## config.mk

```make
export PLATFORM = sky130hd
export DESIGN_NAME = dmem_arbiter
export DESIGN_NICKNAME = d
export VERILOG_FILES = /design/src/rtl/dmem_arbiter.sv
export SDC_FILE = /design/constraint.sdc
export NUM_CORES = 1
export LEC_CHECK = 0
export CORE_AREA = 2 2 116 118
export CTS_CLUSTER_SIZE = 28
export DETAILED_ROUTE_END_ITERATION = 16
export DIE_AREA = 0 0 118 120
export PLACE_DENSITY = 0.57
export SETUP_SLACK_MARGIN = 0.2
export SYNTH_ARGS = -nofsm -noshare
export SYNTH_HDL_FRONTEND = slang
export SYNTH_SLANG_ARGS = --single-unit
```

## constraint.sdc

```tcl
create_clock -name clk -period 1.96 [get_ports clk]
set_clock_uncertainty 0.2 [all_clocks]
set_input_delay 0.294 -clock clk [delete_from_list [all_inputs] [get_ports clk]]
set_output_delay 0.294 -clock clk [all_outputs]
set_load 0.02 [all_outputs]
```

## src/rtl/dmem_arbiter.sv

```systemverilog
// Data-memory port arbiter: core memory stage vs DMA/loader master.
// Core has priority. The DMA is force-granted after STARVE_LIMIT lost
// cycles, and a DMA burst is capped at BURST_MAX back-to-back beats.
// Ports:
//   clk, reset (async, active-low)
//   core_*     core M-stage request / store data / load data / stall
//   dma_*      DMA beat request / write data / last / grant / read data
//   mem_*      to/from dmem (combinational read)
//   dma_owner  high while a DMA burst owns the port
module dmem_arbiter #(
  parameter int STARVE_LIMIT = 4,
  parameter int BURST_MAX    = 8
) (
  input  logic        clk,
  input  logic        reset,
  input  logic        core_req,
  input  logic        core_we,
  input  logic [31:0] core_addr,
  input  logic [31:0] core_wdata,
  output logic [31:0] core_rdata,
  output logic        core_stall,
  input  logic        dma_req,
  input  logic        dma_we,
  input  logic [31:0] dma_addr,
  input  logic [31:0] dma_wdata,
  input  logic        dma_last,
  output logic        dma_gnt,
  output logic [31:0] dma_rdata,
  output logic        mem_we,
  output logic [31:0] mem_addr,
  output logic [31:0] mem_wdata,
  input  logic [31:0] mem_rdata,
  output logic        dma_owner
);

  localparam int SW = $clog2(STARVE_LIMIT + 1);
  localparam int BW = $clog2(BURST_MAX + 1);

  localparam logic [0:0] ST_CORE = 1'b0;
  localparam logic [0:0] ST_DMA  = 1'b1;

  localparam logic [SW-1:0] SLIM = SW'(STARVE_LIMIT);
  localparam logic [BW-1:0] BMAX = BW'(BURST_MAX);
  localparam logic [BW-1:0] BONE = BW'(1);

  logic [0:0]    state_q, state_d;
  logic [SW-1:0] starve_q, starve_d;
  logic [BW-1:0] beat_q, beat_d;

  logic in_burst;
  logic starved;
  logic dma_win;
  logic core_win;
  logic burst_end;

  assign in_burst = (state_q == ST_DMA);
  assign starved  = (starve_q == SLIM);

  // Qualify with reset so nothing is granted or
  // written while reset is held low.
  assign dma_win = reset & dma_req &
                   (in_burst | ~core_req | starved);
  assign core_win = reset & core_req & ~dma_win;

  assign burst_end = dma_last |
                     ((beat_q + BONE) == BMAX);

  assign dma_gnt    = dma_win;
  assign core_stall = reset & core_req & ~core_win;
  assign dma_owner  = reset & in_burst;

  assign mem_we    = dma_win ? dma_we
                             : (core_win & core_we);
  assign mem_addr  = dma_win ? dma_addr : core_addr;
  assign mem_wdata = dma_win ? dma_wdata : core_wdata;

  assign core_rdata = mem_rdata;
  assign dma_rdata  = mem_rdata;

  always_comb begin
    state_d  = state_q;
    beat_d   = beat_q;
    starve_d = starve_q;

    if (dma_win) begin
      starve_d = '0;
    end else if (dma_req && !starved) begin
      starve_d = starve_q + 1'b1;
    end

    unique case (1'b1)
      !in_burst: begin
        if (dma_win && !dma_last && BURST_MAX > 1) begin
          state_d = ST_DMA;
          beat_d  = BONE;
        end
      end
      in_burst: begin
        // Dropped request abandons the burst;
        // last beat or cap returns to the core.
        if (!dma_req || burst_end) begin
          state_d = ST_CORE;
          beat_d  = '0;
        end else begin
          beat_d = beat_q + BONE;
        end
      end
      default: begin
        state_d = ST_CORE;
        beat_d  = '0;
      end
    endcase
  end

  always_ff @(posedge clk or negedge reset) begin
    if (!reset) begin
      state_q  <= ST_CORE;
      starve_q <= '0;
      beat_q   <= '0;
    end else begin
      state_q  <= state_d;
      starve_q <= starve_d;
      beat_q   <= beat_d;
    end
  end

endmodule

```

Word level (Yosys, flattened, before mapping):

Cells that the tools add are included.
Widths: inputs -> output; s select.

* $add $sub $neg: 2
* $mul: 0
* divide/modulo/power cells: 0
* magnitude comparators: 0
* equal/unequal tests: 3
* shifts and indexed selects: 0
* multiplexer cells: 11
* bitwise logic cells: 13
* reduce and logical (&&, ||, !) cells: 8

Operators by type and width (count)
* $mux 32: 2
* $mux 4: 2
* $pmux 4 s2: 1
* $and 1x1->1: 7
* $mux 3: 2
* $add 4x1->4 const B: 1
* $eq 4x4->1 const B: 1
* $logic_not 1->1: 4
* $add 3x1->3 const B: 1
* $eq 3x3->1 const B: 1
* $mux 1: 3
* $not 1->1: 3
* $or 1x1->1: 3
* $logic_and 1x1->1: 2
* $ne 2x1->1 const B: 1
* $pmux 1 s2: 1
* $reduce_bool 2->1: 1
* $logic_or 1x1->1: 1

* flip-flop bits (word level): 8
* bits in latches: 0
* memory bits (writable): 0
* memory bits (read-only): 0
* input bits: 167
* output and inout port bits: 132
* memories: 0

Longest topological paths before layout:

* depth in word-level cells: 8
* gate-level depth with buffers: 8
* gate-level depth less buffers: 6

Worst setup path after synthesis:

No wires, ideal clock.

* kind: reg-to-output
* from: reg starve_q[0]
* to: out mem_wdata[20]
* arrival: 1.729 ns
* path slack: -0.263 ns
* cell stages (with the launch flop): 9
* cells stage by stage: dfrtp_1 > inv_1 > ha_1 > nand2_1 > a31oi_4 > and2_4 > buf_12 > buf_12 > mux2_4

* longest elaborated chain between the ends: 4

Ends and longest elaborated chain
* start, declared: line 47 `logic [SW-1:0] starve_q, starve_d;`
* start signal, assigned: line 122 `starve_q <= starve_d;`
* $eq 3x3->1: line 57 `assign starved = (starve_q == SLIM);`
* $or 1x1->1: line 62 `(in_burst | ~core_req | starved);`
* $and 1x1->1: line 61 `assign dma_win = reset & dma_req &`
* via dma_gnt: line 27 `output logic dma_gnt,`
* $mux 32: line 75 `assign mem_wdata = dma_win ? dma_wdata : core_wdata;`
* end, declared: line 31 `output logic [31:0] mem_wdata,`

The timed path passes the listed nets, and every way through them passes these cells.

Worst setup path after layout:

* from: reg starve_q[0]
* to: out mem_wdata[3]

* longest elaborated chain between the ends: 4

Ends and longest elaborated chain (line)
* $eq 3x3->1: 57
* $or 1x1->1: 62
* $and 1x1->1: 61
* $mux 32: 75

Every way passes these cells.

==> impl_metrics.py <==
metrics = {
    "die": {
        "ios": 299,
        "die-area_um2": 14200,
        "coreArea_um2": 13000,
        "die_h_um": 120,
        "die_x_um": 118,
        "start_util_pct": 15.1,
        "rows": 42,
    },
    "timing": {
        "hold_viol_final": 0,
        "max_freq_ghz": 0.384,
        "tns_ps": -36980,
        "setup_viol": 72,
        "rsz0062_at_grt": "true",
        "period_needed_ps": 2610,
        "min_period_over_period_pct": 133,
        "worstMarginPinSlew_ps": 463,
        "slew_headroom_pct": 69.1,
        "slew_viol_final": 0,
        "worst_slack_ps": -646,
    },
    "finish": {
        "fin_cells": 544,
        "syn2layout_area_growth_pct": 124,
        "diodes": 0,
        "layout.nets": 540,
        "drive_gt1_share_pct": 54.6,
    },
    "yosys": {
        "yosysSeqAreaShare_pct": 10.2,
        "syn-instance-count": 186,
        "synth_cell_types": 26,
        "netlist.area_leader.share_pct": 29.9,
        "syn_area_um2": 1960,
        "syn_avg_cell_area_um2": 10.5,
        "synth_edf_count": 0,
        "yosysMostFrequentCell": "buf_4",
        "synth_top_area_cell": "mux2_4",
        "async_reset_ff_share_pct": 100,
        "synth.top_cells.by_count": "buf_4 (66), mux2_4 (39), mux2_2 (27)",
        "yosysWarnings": 0,
        "syn-num-nets": 356,
        "synth-main-ff-cell": "dfrtp_1",
        "ys_ff_latch": 8,
        "ys_top_cells_by_area": "mux2_4 (30%), buf_4 (25%), mux2_2 (16%), dfrtp_1 (10%), buf_12 (5.1%)",
    },
    "job": {
        "cap_viol_max_count": 0,
    },
    "clock_network": {
        "clock_latency_ps": 230,
        "root_buffer": "clkbuf_16",
        "h-tree-depth": 1,
        "numCtsBuffers": 3,
        "clkSinkCount": 8,
        "path_clk_slew_ps": 40,
        "cts_tree": "yes",
        "ctsLongestPathBuffers": 2,
    },
    "global_routing": {
        "grt_pass1_vias": 2103,
        "grt_pass1_wl_um": 11300,
        "grt_use_total_pct": 9.95,
        "gr-total-overflow": 0,
        "antenna_found_initial": 0,
        "grt_max_degree": 31,
    },
    "power_and_ir_drop": {
        "power_density_nw_per_um2": 476,
        "ir_worst_vdd_uv": 635,
        "p_leak_nw": 1.96,
    },
    "worst_setup_path": {
        "crit_path_frequent_cell": "buf_6",
        "crit_family": "buffers and inverters",
        "crit_path_end_kind": "output pin",
        "crit_chain": "inv_2 -> ha_4 -> nand2_4 -> a31oi_4 -> and2_4 -> buf_6 -> buf_6 -> buf_8 -> buf_16 -> mux2_4 -> buf_6",
        "worst-path-max-fanout": 8,
        "critical_path.max_stage_delay_ps": 370,
        "slowest_stage": "dfrtp_1",
        "arrival_ps": 2110,
        "path_class": "flop to output pin",
        "startpoint_type": "flop",
        "crit_required_ps": 1470,
        "worst-path-buf-inv": 6,
    },
    "place": {
        "portBuffers": 202,
        "placed_cells": 507,
        "hpwlAfterDp_um": 6010,
        "place_congestion": 0.772,
    },
    "route": {
        "route.detailed.drc": 0,
        "postRouteAntennaNets": 0,
        "viasPerCell": 3.79,
        "wl_um": 8350,
        "dr.pass1.iters": 4,
        "vias": 2061,
        "drt_iter0_drc": 36,
        "wl_per_cell_um": 15.4,
    },
    "status": {
        "status": "complete, but fails checks",
        "violations": "setup timing",
    },
    "hold_path": {
        "hold_path_class": "input pin to asynchronous set/reset pin",
    },
}
worst register-to-register path, cell delays in order (launching register included):
cell	delay (ps)
dfrtp_1	370
inv_2	80
ha_4	140
nand2_4	50
a31oi_4	130
buf_4	130
buf_4	90
buf_4	90
buf_4	90
buf_6	90
buf_8	110
nor2_4	40
mux2_2	260
cells in the final DEF (no fill, tap or decap), types with 4 or more instances in the layout:
cell type        count
clkdlybuf4s50_1    133
mux2_4              65
buf_6               63
buf_4               28
dfrtp_1              8
clkbuf_2             8
buf_2                6
inv_2                4
nand2_1              4
clkbuf_16            4
buf_16               4
buf_8                4
per-layer routing:
metal  wire, um  track usage (%)  up-vias
met5          0                0        -
met4         32             1.28        0
met3        993             5.51        6
met2       4070             17.2      179
met1       3260             11.0      924
li1           -                -      952
state kept, by name, summed over array words and instances (netlist names):
| name | cells |
|---|---|
| beat_q | 4 |
| starve_q | 3 |
| in_burst | 1 |
layout make-up:
class / count / area [um^2]
Timing Repair Buffer: 250 / 2560
Clock buffer: 3 / 75.1
Tap cell: 176 / 220
Sequential cell: 8 / 200
Inverter: 6 / 22.5
Multi-Input combinational cell: 101 / 1310
Fill cell: 1331 / 8580
where the power goes:
group          total [W]  internal, W  leakage, nW  switching, W
clock network   0.000341     0.000263       0.0370     0.0000782
registers       0.000242     0.000204        0.105     0.0000376
logic            0.00151     0.000947         1.82      0.000560
through the flow:
stage	area, um^2	util (%)	power [W]	worst slack [ps]	hold slack (ps)
CTS	4090	31.5	0.00192	-882	185
detailed placement	3820	29.5	0.00149	-906	351
global route	4400	33.9	0.00219	-727	241
global placement	3820	29.5	0.00147	-874	334
finish	4400	33.9	0.00209	-646	211
floorplan	2050	-	0.00106	-167	-202
worst paths after layout:
kind	from	endpoint	slack (ps)	cells after the start
max	starve_q[0]	mem_wdata[3]	-650	11
min	reset	in_burst	210	2
max reg2reg	starve_q[0]	starve_q[0]	-50	12
min reg2reg	beat_q[2]	beat_q[2]	370	1
max in group asynchronous	reset	beat_q[2]	1210	2
min in group clk	beat_q[2]	beat_q[2]	370	1
logic make-up after synthesis:
group / after synthesis / synth area share [%]
AOI/OAI and AO/OA: 17 / 6.76
DFF: 8 / 10.2
buffers and inverters: 77 / 31.5
xor gates and xnor gates: 1 / 0.447
adders and majority gates: 3 / 1.91
and+or+nand+nor: 14 / 3.77
muxes: 66 / 45.4
what timing repair did:
action / CTS / global route
hold buffers: 0 / 0
setup buffers: 19 / 11
endpoints found under the setup margin: 68 / 76
gates cloned: 2 / 2
pin swaps: 0 / 4
resized for setup: 220 / 190
Note: power is estimated with default switching activity, not from simulation.
